## src/rtl/inst_fetch_if.sv

```systemverilog
// ----------------------------------------------------------------------------
// inst_fetch_if
//   Bundles the instruction-fetch control inputs, the instruction ROM bus and
//   the IF/ID pipeline register outputs into one interface.
//
//   master : the fetch unit (drives rom_ce/rom_addr and the id_* fields)
//   slave  : the surrounding pipeline and ROM (drives stalls, flush, branch
//            and rom_inst)
//
//   Signals
//     stall_if       hold PC, no new fetch this cycle
//     stall_id       hold the IF/ID register
//     flush          exception/eret flush
//     flush_pc[31:0] redirect target on flush
//     branch_flag    taken branch from ID, one-cycle pulse
//     branch_target  branch destination
//     rom_ce         ROM chip enable
//     rom_addr       ROM byte address (equals pc)
//     rom_inst       ROM data, valid in the same cycle as rom_addr
//     id_pc          PC of the instruction in IF/ID
//     id_inst        instruction in IF/ID
//     id_valid       IF/ID holds a real instruction
// ----------------------------------------------------------------------------
interface inst_fetch_if;
    logic        stall_if;
    logic        stall_id;
    logic        flush;
    logic [31:0] flush_pc;
    logic        branch_flag;
    logic [31:0] branch_target;
    logic        rom_ce;
    logic [31:0] rom_addr;
    logic [31:0] rom_inst;
    logic [31:0] id_pc;
    logic [31:0] id_inst;
    logic        id_valid;

    modport master (
        input  stall_if,
        input  stall_id,
        input  flush,
        input  flush_pc,
        input  branch_flag,
        input  branch_target,
        input  rom_inst,
        output rom_ce,
        output rom_addr,
        output id_pc,
        output id_inst,
        output id_valid
    );

    modport slave (
        output stall_if,
        output stall_id,
        output flush,
        output flush_pc,
        output branch_flag,
        output branch_target,
        output rom_inst,
        input  rom_ce,
        input  rom_addr,
        input  id_pc,
        input  id_inst,
        input  id_valid
    );
endinterface

```

## src/rtl/inst_fetch.sv

```systemverilog
// ----------------------------------------------------------------------------
// inst_fetch
//   Instruction-fetch initiator for the 32-bit in-order pipeline. Generates
//   the PC / chip enable for a combinational instruction ROM and captures the
//   returned word into the IF/ID pipeline register. Handles stall, branch
//   redirect (remembering a branch that arrives while IF is stalled),
//   pipeline flush and an optional branch-delay slot.
//
//   Parameters
//     RESET_PC    first fetch address after reset
//     DELAY_SLOT  1: the instruction after a branch executes, 0: squashed
//
//   Ports
//     i_clk    system clock, rising edge
//     i_rst_n  asynchronous active-low reset
//     bus      inst_fetch_if.master (control inputs, ROM bus, IF/ID outputs)
// ----------------------------------------------------------------------------
module inst_fetch #(
    parameter logic [31:0] RESET_PC   = 32'h0000_0000,
    parameter bit          DELAY_SLOT = 1'b1
) (
    input  logic          i_clk,
    input  logic          i_rst_n,
    inst_fetch_if.master  bus
);

    typedef enum logic {
        S_IDLE = 1'b0,
        S_RUN  = 1'b1
    } state_t;

    state_t      r_state;
    logic        r_rom_ce;
    logic [31:0] r_pc;
    logic        r_br_pend;
    logic [31:0] r_br_pend_tgt;
    logic [31:0] r_id_pc;
    logic [31:0] r_id_inst;
    logic        r_id_valid;

    logic        w_run;
    logic        w_pend_apply;
    logic        w_squash;
    logic [31:0] w_flush_tgt;
    logic [31:0] w_branch_tgt;

    // Redirect targets are always word aligned.
    assign w_flush_tgt  = {bus.flush_pc[31:2], 2'b00};
    assign w_branch_tgt = {bus.branch_target[31:2], 2'b00};

    assign w_run = (r_state == S_RUN);

    // A remembered branch is taken in the first un-stalled, un-flushed RUN
    // cycle; that cycle's fetch is the delay slot of the remembered branch.
    assign w_pend_apply = w_run & ~bus.flush & ~bus.stall_if & r_br_pend;

    // Without a delay slot, the word fetched alongside a redirect is dropped.
    assign w_squash = (DELAY_SLOT == 1'b0) & (bus.branch_flag | w_pend_apply);

    // ------------------------------------------------------------------------
    // Enable FSM and next-pc selection.
    // ------------------------------------------------------------------------
    always_ff @(posedge i_clk or negedge i_rst_n) begin
        if (!i_rst_n) begin
            r_state       <= S_IDLE;
            r_rom_ce      <= 1'b0;
            r_pc          <= RESET_PC;
            r_br_pend     <= 1'b0;
            r_br_pend_tgt <= 32'h0000_0000;
        end else begin
            case (r_state)
                S_IDLE: begin
                    // pc stays at RESET_PC; it is fetched in the first RUN cycle.
                    r_state  <= S_RUN;
                    r_rom_ce <= 1'b1;
                end
                S_RUN: begin
                    r_rom_ce <= 1'b1;
                    if (bus.flush) begin
                        r_pc      <= w_flush_tgt;
                        r_br_pend <= 1'b0;
                    end else if (bus.stall_if) begin
                        // pc held; a branch seen now is replayed after the stall.
                        if (bus.branch_flag) begin
                            r_br_pend     <= 1'b1;
                            r_br_pend_tgt <= w_branch_tgt;
                        end
                    end else if (r_br_pend) begin
                        // Any simultaneous branch_flag is ignored here.
                        r_pc      <= r_br_pend_tgt;
                        r_br_pend <= 1'b0;
                    end else if (bus.branch_flag) begin
                        r_pc <= w_branch_tgt;
                    end else begin
                        r_pc <= r_pc + 32'd4;
                    end
                end
                default: begin
                    r_state  <= S_IDLE;
                    r_rom_ce <= 1'b0;
                end
            endcase
        end
    end

    // ------------------------------------------------------------------------
    // IF/ID pipeline register.
    // ------------------------------------------------------------------------
    always_ff @(posedge i_clk or negedge i_rst_n) begin
        if (!i_rst_n) begin
            r_id_pc    <= 32'h0000_0000;
            r_id_inst  <= 32'h0000_0000;
            r_id_valid <= 1'b0;
        end else if (bus.flush) begin
            r_id_pc    <= 32'h0000_0000;
            r_id_inst  <= 32'h0000_0000;
            r_id_valid <= 1'b0;
        end else if (bus.stall_id) begin
            r_id_pc    <= r_id_pc;
            r_id_inst  <= r_id_inst;
            r_id_valid <= r_id_valid;
        end else if (bus.stall_if || w_squash) begin
            r_id_pc    <= 32'h0000_0000;
            r_id_inst  <= 32'h0000_0000;
            r_id_valid <= 1'b0;
        end else begin
            // rom_ce low (IDLE) yields an invalid entry.
            r_id_pc    <= r_pc;
            r_id_inst  <= bus.rom_inst;
            r_id_valid <= r_rom_ce;
        end
    end

    assign bus.rom_ce   = r_rom_ce;
    assign bus.rom_addr = r_pc;
    assign bus.id_pc    = r_id_pc;
    assign bus.id_inst  = r_id_inst;
    assign bus.id_valid = r_id_valid;

endmodule

```

## src/flat_wrapper.sv

```systemverilog
// flat-port wrapper written by rule: the top's interface ports become plain ports
module inst_fetch_flat 
#(
    parameter logic [31:0] RESET_PC   = 32'h0000_0000,
    parameter bit          DELAY_SLOT = 1'b1
)
  (i_clk, i_rst_n, bus_stall_if, bus_stall_id, bus_flush, bus_flush_pc, bus_branch_flag, bus_branch_target, bus_rom_inst, bus_rom_ce, bus_rom_addr, bus_id_pc, bus_id_inst, bus_id_valid);
  inst_fetch_if bus_i ();
  input  logic i_clk;
  input  logic i_rst_n;
  input wire logic [$bits(bus_i.stall_if)-1:0] bus_stall_if;
  input wire logic [$bits(bus_i.stall_id)-1:0] bus_stall_id;
  input wire logic [$bits(bus_i.flush)-1:0] bus_flush;
  input wire logic [$bits(bus_i.flush_pc)-1:0] bus_flush_pc;
  input wire logic [$bits(bus_i.branch_flag)-1:0] bus_branch_flag;
  input wire logic [$bits(bus_i.branch_target)-1:0] bus_branch_target;
  input wire logic [$bits(bus_i.rom_inst)-1:0] bus_rom_inst;
  output wire logic [$bits(bus_i.rom_ce)-1:0] bus_rom_ce;
  output wire logic [$bits(bus_i.rom_addr)-1:0] bus_rom_addr;
  output wire logic [$bits(bus_i.id_pc)-1:0] bus_id_pc;
  output wire logic [$bits(bus_i.id_inst)-1:0] bus_id_inst;
  output wire logic [$bits(bus_i.id_valid)-1:0] bus_id_valid;
  assign bus_i.stall_if = bus_stall_if;
  assign bus_i.stall_id = bus_stall_id;
  assign bus_i.flush = bus_flush;
  assign bus_i.flush_pc = bus_flush_pc;
  assign bus_i.branch_flag = bus_branch_flag;
  assign bus_i.branch_target = bus_branch_target;
  assign bus_i.rom_inst = bus_rom_inst;
  assign bus_rom_ce = bus_i.rom_ce;
  assign bus_rom_addr = bus_i.rom_addr;
  assign bus_id_pc = bus_i.id_pc;
  assign bus_id_inst = bus_i.id_inst;
  assign bus_id_valid = bus_i.id_valid;
  inst_fetch #(.RESET_PC(RESET_PC), .DELAY_SLOT(DELAY_SLOT)) u_core (.i_clk(i_clk), .i_rst_n(i_rst_n), .bus(bus_i));
endmodule
```

## config.mk

```make
export PLATFORM = sky130hd
export DESIGN_NAME = inst_fetch_flat
export DESIGN_NICKNAME = d
export VERILOG_FILES = /design/src/rtl/inst_fetch_if.sv /design/src/rtl/inst_fetch.sv /design/src/flat_wrapper.sv
export SDC_FILE = /design/constraint.sdc
export NUM_CORES = 1
export LEC_CHECK = 0
export BUFFER_PORTS_ARGS = -buffer_cell sky130_fd_sc_hd__buf_2
export CAP_MARGIN = 0
export CORE_MARGIN = 2
export CORE_UTILIZATION = 55
export CTS_CLUSTER_DIAMETER = 50
export DETAILED_ROUTE_END_ITERATION = 10
export GPL_TIMING_DRIVEN = 1
export PLACE_DENSITY = 0.86
export SYNTH_ARGS = -nofsm -noshare
export SYNTH_HDL_FRONTEND = slang
export SYNTH_SLANG_ARGS = --single-unit
export TNS_END_PERCENT = 10
```

## constraint.sdc

```tcl
create_clock -name i_clk -period 3.95 [get_ports i_clk]
set_input_delay 0.395 -clock i_clk [delete_from_list [all_inputs] [get_ports i_clk]]
set_output_delay 0.395 -clock i_clk [all_outputs]
set_load 0.01 [all_outputs]
```

==> results.yml <==
detailed_routing:
  postRouteAntennaNets: 0
  first_iter_violations: 528
  drc: 0
  vias: 5590
  routed_wirelength_mm: 17.3
  post_drt_wl_per_cell_um: 19.5
  avgViaCountPerCell: 6.32
  first_pass_iters: 7
floorplan:
  die_h_um: 108
  die_area_um2: 11800
  core_um2: 10700
  pin_count: 200
  die_w_um: 108
  rows: 38
  initial_core_util_pct: 55.8
power:
  powerDensity_nw_per_um2: 493
  peakVddDrop_v: 0.000248
  p_leak_nw: 3.72
clock_network:
  htree_num_levels: 4
  clk_latency_ns: 0.52
  cts_made_buffers: 17
  ctsResizeCount: 0
  path_clk_slew_ns: 0.06
  holdBufCountCts: 1
  post-cts-setup-buffers: 0
  clock_path_buffers: 2
  cts-root-buf: "clkbuf_8"
  tritoncts: "done"
  cts_sinks: 126
synth:
  synth_common_cells: "dfrtp_1 (126), a22o_1 (64), clkbuf_1 (38)"
  ys.flop_type: "dfrtp_1"
  netlist_top_cells_area: "dfrtp_1 (53%), a22o_1 (9.3%), mux2_2 (5.3%)"
  yosys_register_bits: 126
  synth-warning-count: 0
  post-synth-top-count-cell: "dfrtp_1"
  synth_area_per_cell_um2: 10.7
  synth_top_cell_by_area: "dfrtp_1"
  yosysSeqAreaShare_pct: 52.5
  syn_area_um2: 6000
  synth_cell_type_count: 55
  async_flop_share_pct: 100
  synth_top_cell_area_share_pct: 52.5
  synthesis.instances: 559
  synth_edf_count: 0
layout:
  antenna_cells: 0
  finalNetCount: 836
  drive_above_1_share_pct: 37.4
  syn_to_final_growth_pct: 27.0
timing:
  timing_hold_violations_final: 0
  rsz0062_at_grt: "false"
  slew_headroom_pct: 41.2
  fin_setup_tns_ns: 0
  finalSetupViolations: 0
  finalWorstSetupSlack_ns: 1.48
  max_clock_freq_ghz: 0.405
  fin_skew_ns: 0.00898
  drv_slew: 0
  post-route-period-util_pct: 62.5
  period_minus_slack_ns: 2.47
  worst-slew-pin-transition_ns: 0.882
worst_setup_path:
  cp.arrival_ns: 2.87
  start_kind: "register"
  crit_fanout: 29
  required_ns: 4.35
  cp-end-kind: "register"
  critical_path_class: "reg2reg"
flow_run:
  cap_violations: 0
place:
  post-place-ws_ns: 1.62
  gp_congestion: 0.909
  hpwlAfterDp_mm: 11.9
  port_buffers: 193
min_path:
  hold_path_class: "in2reg"
grt:
  grt_usage_pct: 29.4
  overflow: 0
  grt_max_degree: 65
  grt_pass1_vias: 5221
  antenna_found_initial: 1
  grt_pass1_wl_mm: 26.7
status:
  outcome: "complete, no violations"
metrics by stage:
stage	hold WS [ns]	utilization [%]	power, mW	cell area [um2]	cells
final	0.0967	70.9	3.76	7620	885
after global routing	0.0820	70.9	3.92	7620	885
after CTS	0.0749	70.9	3.77	7620	885
after detailed placement	0.436	65.4	2.23	7030	853
after global placement	0.430	65.4	2.19	7030	853
after floorplan	0.0994	-	1.95	6000	560
path summary, 6_finish.rpt:
kind	slack, ns	cells past startpoint	from	end
worst min-delay path	0.1	2	bus_rom_inst[20]	u_core.bus.id_inst[20]
worst min register to register	0.49	2	u_core.r_br_pend_tgt[7]	u_core.r_br_pend_tgt[7]
max in group asynchronous	2.53	3	i_rst_n	u_core.bus.id_pc[21]
min in group asynchronous	0.43	2	i_rst_n	u_core.bus.id_inst[1]
worst max register to register	1.48	4	u_core.r_br_pend	u_core.bus.rom_addr[16]
worst max-delay path	1.48	4	u_core.r_br_pend	u_core.bus.rom_addr[16]
where the power goes:
part | switching [mW] | internal (mW) | leakage, nW
Clock | 0.571 | 0.958 | 0.288
Combinational | 0.338 | 0.275 | 1.82
Sequential | 0.175 | 1.44 | 1.61
Total | 1.08 | 2.68 | 3.72
cells by family after synthesis:
kind of cell | synth area share, %
buf+inv | 4.17
other cells | 0.125
compound gates | 24.6
xor+xnor | 0.584
flops | 52.5
simple gates | 11.7
fa+ha+maj | 0.208
mux | 6.09
cell type report:
class | count | area (um2)
clock inverters | 14 | 170
multi-input cells | 373 | 2610
flip-flops and latches | 126 | 3150
repair buffers | 204 | 1050
fillers | 815 | 3120
clock buffers | 17 | 414
well taps | 140 | 175
inverters | 11 | 41.3
cell usage in the layout, fill, tap and decap left out, types with 5 or more instances in the layout:
| master | n |
|---|---|
| buf_2 | 192 |
| dfrtp_1 | 126 |
| a22o_1 | 64 |
| o21ai_0 | 34 |
| nand2_1 | 33 |
| nor2_1 | 30 |
| mux2_2 | 28 |
| a21oi_1 | 20 |
| clkbuf_16 | 16 |
| a221oi_1 | 13 |
| inv_1 | 11 |
| buf_4 | 11 |
| nand3_1 | 10 |
| o22ai_1 | 10 |
| nand4_1 | 9 |
| nand2b_1 | 9 |
| a31oi_1 | 9 |
| o31ai_1 | 8 |
| nor3_1 | 6 |
| and2_1 | 5 |
| and3_1 | 5 |
| mux2i_1 | 5 |
| o211ai_1 | 5 |
| clkinv_4 | 5 |
layer usage:
metal / up-vias / global-route usage [%] / routed length [um]
met3: 69 / 7.47 / 1620
met4: 2 / 13.2 / 559
met2: 357 / 45.2 / 8130
met1: 2683 / 39.4 / 6980
li1: 2479 / - / -
met5: - / 0 / 13
critical path, cell delays in order (launching register included):
cell and delay (ns):
dfrtp_1 0.92, nor2b_1 0.41, a221oi_1 0.61, nand2_1 0.12, a32o_1 0.29
sequential cells by signal, indices dropped and copies added (netlist names):
register,flops
u_core.r_br_pend_tgt,30
u_core.r_br_pend,1
u_core.r_state,1
u_core.bus.id_inst,32
u_core.bus.id_pc,31
u_core.bus.id_valid,1
u_core.bus.rom_addr,30
No activity file was read; power rests on OpenSTA's default activity.
